===== src/rtl/irq_controller.sv =====
`default_nettype none
// ============================================================================
//  Module      : irq_controller
//  Description : Eight-line interrupt controller for the MIPS core. Pins are
//                synchronized, edge-detected or level-sampled, masked and
//                prioritized (line 0 highest). One request at a time is
//                offered to the core through an irq/ack handshake. New
//                requests are held off until eret ends the handler.
//  Ports       : ph1        - clock, all state updates on rising edge
//                reset      - synchronous active-high reset
//                interrupts - asynchronous interrupt pins
//                ack        - core took the exception for irqid
//                eret       - core left the handler
//                we/adr/wdata/rdata - register port
//                               adr 0 MASK, 1 EDGE, 2 PENDING (W1C), 3 STATUS
//                irq/irqid  - request to the core and its line index
//                busy       - handler in service
//  Revision    : 1.0 - initial release
// ============================================================================
module irq_controller #(
  parameter int NIRQ        = 8,
  parameter int SYNC_STAGES = 2
) (
  input  logic                    ph1,
  input  logic                    reset,
  input  logic [NIRQ-1:0]         interrupts,
  input  logic                    ack,
  input  logic                    eret,
  input  logic                    we,
  input  logic [1:0]              adr,
  input  logic [NIRQ-1:0]         wdata,
  output logic [NIRQ-1:0]         rdata,
  output logic                    irq,
  output logic [$clog2(NIRQ)-1:0] irqid,
  output logic                    busy
);

  localparam int IDW = $clog2(NIRQ);

  localparam logic [1:0] c_ADR_MASK    = 2'd0;
  localparam logic [1:0] c_ADR_EDGE    = 2'd1;
  localparam logic [1:0] c_ADR_PENDING = 2'd2;
  localparam logic [1:0] c_ADR_STATUS  = 2'd3;

  typedef enum logic [1:0] {
    S_IDLE    = 2'd0,
    S_REQ     = 2'd1,
    S_SERVICE = 2'd2
  } state_t;

  // --------------------------------------------------------------------------
  // Registers and wires
  // --------------------------------------------------------------------------
  logic [NIRQ-1:0] r_sync [SYNC_STAGES];
  logic [NIRQ-1:0] r_prev;
  logic [NIRQ-1:0] r_mask;
  logic [NIRQ-1:0] r_edge;
  logic [NIRQ-1:0] r_pend;
  state_t          r_state;
  logic [IDW-1:0]  r_irqid;

  logic [NIRQ-1:0] w_sync;
  logic [NIRQ-1:0] w_rise;
  logic [NIRQ-1:0] w_clr;
  logic [NIRQ-1:0] w_pend_nxt;
  logic [NIRQ-1:0] w_pending;
  logic [NIRQ-1:0] w_active;
  logic [IDW-1:0]  w_winner;
  logic            w_w1c;
  logic            w_ack_take;
  state_t          w_state_nxt;
  logic [IDW-1:0]  w_irqid_nxt;
  logic [NIRQ-1:0] w_status;

  // --------------------------------------------------------------------------
  // Input synchronizer chain and previous-value register for edge detection
  // --------------------------------------------------------------------------
  always_ff @(posedge ph1) begin
    if (reset) begin
      for (int s = 0; s < SYNC_STAGES; s++) begin
        r_sync[s] <= '0;
      end
      r_prev <= '0;
    end else begin
      r_sync[0] <= interrupts;
      for (int s = 1; s < SYNC_STAGES; s++) begin
        r_sync[s] <= r_sync[s-1];
      end
      r_prev <= w_sync;
    end
  end

  assign w_sync     = r_sync[SYNC_STAGES-1];
  assign w_w1c      = we && (adr == c_ADR_PENDING);
  assign w_ack_take = (r_state == S_REQ) && ack;

  // --------------------------------------------------------------------------
  // Per-line pending logic. Edge-mode bits live in r_pend; level-mode bits
  // are a direct mirror of the synchronized pin, so an EDGE 1->0 change
  // shows the live pin immediately. r_pend is held at 0 for level lines.
  // A new rising edge overrides a W1C or ack clear in the same cycle.
  // --------------------------------------------------------------------------
  for (genvar i = 0; i < NIRQ; i++) begin : g_line
    assign w_rise[i]     = w_sync[i] & ~r_prev[i];
    assign w_clr[i]      = (w_w1c & wdata[i]) |
                           (w_ack_take & (r_irqid == IDW'(i)));
    assign w_pend_nxt[i] = r_edge[i] & (w_rise[i] | (r_pend[i] & ~w_clr[i]));
    assign w_pending[i]  = r_edge[i] ? r_pend[i] : w_sync[i];
  end

  assign w_active = w_pending & r_mask;

  // Lowest index wins: scan from the top so the last hit is the smallest.
  always_comb begin
    w_winner = '0;
    for (int i = NIRQ - 1; i >= 0; i--) begin
      if (w_active[i]) begin
        w_winner = IDW'(i);
      end
    end
  end

  // --------------------------------------------------------------------------
  // Configuration and pending registers
  // --------------------------------------------------------------------------
  always_ff @(posedge ph1) begin
    if (reset) begin
      r_mask <= '0;
      r_edge <= '1;
      r_pend <= '0;
    end else begin
      r_pend <= w_pend_nxt;
      if (we && (adr == c_ADR_MASK)) begin
        r_mask <= wdata;
      end
      if (we && (adr == c_ADR_EDGE)) begin
        r_edge <= wdata;
      end
    end
  end

  // --------------------------------------------------------------------------
  // Request FSM
  // --------------------------------------------------------------------------
  always_ff @(posedge ph1) begin
    if (reset) begin
      r_state <= S_IDLE;
      r_irqid <= '0;
    end else begin
      r_state <= w_state_nxt;
      r_irqid <= w_irqid_nxt;
    end
  end

  always_comb begin
    w_state_nxt = r_state;
    w_irqid_nxt = r_irqid;
    case (r_state)
      S_IDLE: begin
        if (|w_active) begin
          w_state_nxt = S_REQ;
          w_irqid_nxt = w_winner;
        end
      end
      S_REQ: begin
        // ack takes precedence over withdrawal; no preemption while waiting.
        if (ack) begin
          w_state_nxt = S_SERVICE;
        end else if (!w_active[r_irqid]) begin
          w_state_nxt = S_IDLE;
        end
      end
      S_SERVICE: begin
        if (eret) begin
          w_state_nxt = S_IDLE;
        end
      end
      default: begin
        w_state_nxt = S_IDLE;
      end
    endcase
  end

  assign irq   = (r_state == S_REQ);
  assign busy  = (r_state == S_SERVICE);
  assign irqid = r_irqid;

  // --------------------------------------------------------------------------
  // Register read mux
  // --------------------------------------------------------------------------
  always_comb begin
    w_status           = '0;
    w_status[NIRQ-1]   = busy;
    w_status[NIRQ-2]   = irq;
    w_status[IDW-1:0]  = r_irqid;
  end

  always_comb begin
    rdata = '0;
    case (adr)
      c_ADR_MASK:    rdata = r_mask;
      c_ADR_EDGE:    rdata = r_edge;
      c_ADR_PENDING: rdata = w_pending;
      c_ADR_STATUS:  rdata = w_status;
      default:       rdata = '0;
    endcase
  end

endmodule
`default_nettype wire


===== config.mk =====
export PLATFORM = sky130hd
export DESIGN_NAME = irq_controller
export DESIGN_NICKNAME = d
export VERILOG_FILES = /design/src/rtl/irq_controller.sv
export SDC_FILE = /design/constraint.sdc
export NUM_CORES = 1
export LEC_CHECK = 0
export ABC_CLOCK_PERIOD_IN_PS = 5000
export CELL_PAD_IN_SITES_DETAIL_PLACEMENT = 1
export CELL_PAD_IN_SITES_GLOBAL_PLACEMENT = 2
export CORE_MARGIN = 2
export CORE_UTILIZATION = 42
export DETAILED_ROUTE_END_ITERATION = 10
export DONT_BUFFER_PORTS = 1
export PLACE_DENSITY = 0.85
export SKIP_CTS_REPAIR_TIMING = 1
export SLEW_MARGIN = 20
export SYNTH_ARGS = -nofsm -noshare
export SYNTH_HDL_FRONTEND = slang
export SYNTH_SLANG_ARGS = --single-unit

===== constraint.sdc =====
create_clock -name ph1 -period 5 [get_ports ph1]
set_input_delay 0.5 -clock ph1 [delete_from_list [all_inputs] [get_ports ph1]]
set_output_delay 0.5 -clock ph1 [all_outputs]
set_load 0.03 [all_outputs]

# Word level (Yosys, flattened, before mapping)
# Memory sizes are Yosys's and may differ from the RTL's.
# Cells that the tools add are included.
# classes
eq_ne,15
bitwise_logic,75
reduce_logical,10
muxes,29
magnitude_cmp,1
# ops
cell,count
$and 1x1->1,40
$pmux 8 s4,1
$mux 3,8
$or 1x1->1,18
$mux 8,2
$not 1->1,16
$eq 3x3->1 const B,4
$mux 1,12
$and 8x8->8,1
$mux 2,4
$reduce_or 8->1,1
$eq 2x2->1 const B,3
$eq 3x2->1 const B,2
$pmux 2 s3,1
$eq 2x1->1 const B,2
$logic_and 1x1->1,4
$logic_not 2->1,2
$lt 3x4->1 const B,1
$ne 2x2->1 const B,2
$bmux 1 s3,1
$eq 3x1->1 const B,1
$logic_not 3->1,1
$ne 3x3->1 const B,1
$reduce_and 3->1,1
$reduce_and 2->1,1
# totals
reg_bits,37
ram_bits,16
n_memories,1
in_bits,23
out_inout_bits,13
word_cells,137
# memory_table
memory,words,word_bits,rd,rd_clocked_by_memory_dff,write_ports,line,source
r_sync,2,8,2,0,2,54,logic [NIRQ-1:0] r_sync [SYNC_STAGES];

# Longest topological paths before layout
# An unclocked memory read counts as a cell.
# logic_depth
ltp_word,11
mapped_depth,6
ltp_nobuf,5

# Worst setup path before layout
# No wires, ideal clock.
# synth_timing
kind,input port to output port
startpoint,input adr[1]
endpoint,output rdata[2]
cell_stages,2
setup_slack_ns,2.923
arrival_time_ns,1.577
path_cell_list,buf_1 -> mux4_1
# synth_via
elab_chain_cells,2
# synth_lines
item,line,source
from (decl),30,"input logic [1:0] adr,"
$eq 2x2->1 (tied with other cells),200,case (adr)
$pmux 8 s4 (*),200,
to (decl),32,"output logic [NIRQ-1:0] rdata,"
# Mark *: on every way between the ends. The rest lies on a longest branch, timed or not.

# Worst setup path in the final report
# layout_timing
startpoint,register r_state[1]
endpoint,output rdata[7]
# layout_via
elab_chain_cells,2
# layout_lines
item,line,source
from (decl),59,state_t r_state;
from (signal assigned),150,r_state <= w_state_nxt;
$eq 2x2->1,185,assign busy = (r_state == S_SERVICE);
net busy,35,output logic busy
$pmux 8 s4,200,
# The timed path passes the listed nets, and every way through them passes these cells.

==> flow_results.org <==
** Clocking
- Number of sinks on the clock net :: 53
- CTS built an H-tree with a depth of 2.
- At the later pin of the worst-skew pair, clock insertion delay measures approximately 0.3 ns.
- Clock Pin Slew Worst Setup and Hold Paths :: ~0.1 ns
- Buffers inserted during clock tree synthesis total 5.
- In this run the clock root is driven by a clkbuf_8.
- TritonCTS built the clock tree.
- The longest clock path from root to sink contains 2 buffers.

** Setup path
- Master of the slowest instance on the critical path :: nor2b_1
- Kind of end point of the critical path :: primary output
- Required time at the worst-slack endpoint :: 4.50 ns
- Startpoint class of the critical path :: flip-flop
- Kind of critical path :: reg2out
- Critical Path Start :: r_state[1]
- Slowest stage delay, CP :: between 0.6 and 0.7 ns
- Crit path cell chain :: nor2b_1, mux4_1
- Arrival time of the worst setup path :: 1.94 ns
- CP max FO :: 8
- Source of the worst register-to-register timing path :: r_state[0]

** Global route
- Maximum number of pins on one net before global-route repair :: 40
- Initial antenna violation count :: 0
- In the global route stage, overall resource usage came out at 0.201.
- Residual overflow from global routing :: 0
- The first global-routing pass estimated 9560 um of wire.
- Vias in the first global route :: around 1,900

** Timing
- Worst slew pin tran :: 0.773 ns
- Maximum frequency from static timing analysis :: between 400 and 500 MHz
- The count of pins over their slew limit is 0.
- Setup repair after global routing missed its margin :: no
- Between clock sinks in the finished design, the worst skew comes to 0.00824 ns.
- Setup violations, final :: 0
- Final worst slack :: ~2.6 ns
- Worst hold slack after final layout :: 0.252 ns
- The clock period could shrink to 2.44 ns.
- Remaining max-slew budget at the tightest pin :: 0.483
- The number of hold violations in the final report is 0.
- Total Negative Setup Slacks :: 0 ns
- Dividing the final minimum period by the clock period gives 0.488.

** Cells and area
- Leaving out fill and tap cells, the most frequent cell in the layout is dfxtp_1.
- Of the cells placed in the final design, the portion with a size suffix greater than 1 is 0.103.
- Cell area after layout :: 0.00252 sq mm
- 0 antenna diodes ended up in the layout.
- Layout overhead on the synthesized area :: 5.82%
- The layout has between 600 and 700 filler cells.
- For this run, the share of the core covered by cells in the final layout is 0.459.
- The net count of the finished layout is 266.
- The top cell types in the final layout, fill and taps aside, are dfxtp_1 (53), nand2_1 (43), nor2b_1 (31).

** Place
- Detailed placement finished with a half-perimeter wire length of around 4200 um.
- Routability-driven placement congestion ratio :: 0.849
- In this run the cell area measured after placement is 0.00242 sq mm.
- Count of buffers inserted at the top-level ports :: 0
- Timing analysis after detailed placement gives a worst setup slack of 2.90 ns.

** Logic synthesis
- Number of cells produced by synthesis :: 247
- Post-synthesis sequential area ratio :: 0.445
- Yosys warnings :: 0
- Post-synthesis net count :: 270
- Total standard cell area after synthesis :: 0.00239 sq mm
- Counting distinct cell types in the post-synthesis netlist gives 39.
- Each instance of the synthesized netlist takes up on average 9.66 sq um.
- In this run, synthesis produced a sequential element count of 53.

** Routing
- Via count :: between 1,500 and 2,000
- Detail-routed net length per standard cell :: 18.9 um
- The count of nets left with antenna violations once routing finished came out at 0.
- DRC Markers :: 0
- The routed design has around 6000 um of wire.
- DR pass1 iterations :: 4
- Dividing the detail-routed via count by the number of cells gives between 5 and 6.
- 1st-iter DRT viols :: 103

** Die
- The die covers 0.00630 sq mm.
- Number of core rows :: 27
- The die is 79.4 um tall.
- Top Ports :: 36
- For this configuration, the core starts out at a cell density of 0.433.
- The die is 79.4 um wide.
- Core region area :: between 0.005 and 0.006 sq mm

** Power
- Power spread over the standard cell area amounts to 322 mW/mm^2.
- Max IR drop VDD :: 121 uV
- Static leakage power :: about 0.00096 uW

** Status
- Outcome :: completed

** Min path
- In this run the most critical hold path is launched from reset.
- The tightest min-delay check is of the in2reg type.

** Flow run
- The tool flagged a number of max-cap violations equal to 0.
report_power, final:
part / switching (uW) / leakage (uW) / internal (uW) / total (uW)
clock: 139 / 0.0000540 / 146 / 285
sequential: 14.7 / 0.000434 / 440 / 454
combinational: 42.4 / 0.000470 / 31.3 / 73.7
total: 196 / 0.000958 / 617 / 813
state kept, by name (all words and copies together) (netlist names):
signal / cells
r_sync: 16
r_edge: 8
r_mask: 8
r_pend: 8
r_prev: 8
irqid: 3
r_state: 2
logic make-up (layout without fill, tap and decap cells):
group	Yosys count	after routing	synth area share
compound gates	45	45	0.134
mux	23	23	0.153
flops	53	53	0.445
simple gates	109	109	0.234
buf+inv	17	13	0.0341
cell usage after synthesis:
| cell type | instances | area, sq um |
|---|---|---|
| dfxtp_1 | 53 | 1060 |
| o311ai_0 | 2 | 17.5 |
| a22oi_2 | 2 | 25.0 |
| clkbuf_1 | 5 | 18.8 |
| o31a_2 | 1 | 10.0 |
| nor2b_1 | 31 | 194 |
| mux2_4 | 5 | 75.1 |
| a22oi_1 | 2 | 15.0 |
| or2_2 | 1 | 6.26 |
| buf_2 | 3 | 15.0 |
| nand4_2 | 1 | 12.5 |
| clkdlybuf4s25_2 | 1 | 10.0 |
| inv_1 | 4 | 15.0 |
| nand2_1 | 43 | 161 |
| a41o_1 | 1 | 10.0 |
| a31o_2 | 1 | 8.76 |
| clkinv_1 | 1 | 3.75 |
| mux4_1 | 5 | 131 |
| buf_6 | 1 | 11.3 |
| nor4_1 | 1 | 6.26 |
| a31oi_1 | 3 | 18.8 |
| nor3_1 | 1 | 5.00 |
| and2_1 | 2 | 12.5 |
| nor4b_2 | 1 | 15.0 |
| nand3_1 | 6 | 30.0 |
| o221ai_1 | 1 | 8.76 |
| a21oi_1 | 14 | 70.1 |
| nor2_1 | 9 | 33.8 |
| nor3b_1 | 1 | 7.51 |
| a211oi_1 | 4 | 30.0 |
| o211ai_1 | 9 | 67.6 |
| mux2_2 | 3 | 33.8 |
| mux4_2 | 2 | 45.0 |
| buf_1 | 2 | 7.51 |
| a32oi_1 | 1 | 8.76 |
| mux2i_1 | 8 | 80.1 |
| o311a_1 | 1 | 10.0 |
| o22ai_1 | 3 | 18.8 |
| nand2b_1 | 12 | 75.1 |
routing by layer:
layer  vias to the layer above  track usage  routed length [um]
met5                         -            0                   0
met1                       900        0.275                2840
met2                        43        0.320                2820
met3                         6       0.0475                 255
met4                         0       0.0517                  55
li1                        859            -                   -
layout make-up:
type,instances,area [sq um],area share
Inverter,5,18.8,0.00743
Clock buffer,5,68.8,0.0273
Multi-Input combinational cell,177,1240,0.493
Tap cell,72,90.1,0.0357
Clock inverter,2,35.0,0.0139
Sequential cell,53,1060,0.420
Timing Repair Buffer,1,7.51,0.00297
through the flow:
| step | power, uW | std cells |
|---|---|---|
| after floorplan | 528 | 247 |
| after global placement | 535 | 308 |
| after detailed placement | 538 | 308 |
| after CTS | 821 | 315 |
| after global routing | 845 | 315 |
| final | 813 | 315 |
worst max-delay path, delay by kind of cell (launching register included):
family | cells | cell delay [ns]
muxes | 1 | 0.55
DFF | 1 | 0.48
and+or+nand+nor | 1 | 0.61
final timing paths:
kind / end / slack (ns) / cells past startpoint
setup / recovery: rdata[7] / 2.56 / 2
setup reg to reg: r_pend[0] / 2.90 / 5
hold / removal: r_prev[0] / 0.25 / 1
hold reg to reg: r_sync[0][10] / 0.44 / 1
No activity file was read; power rests on OpenSTA's default activity.
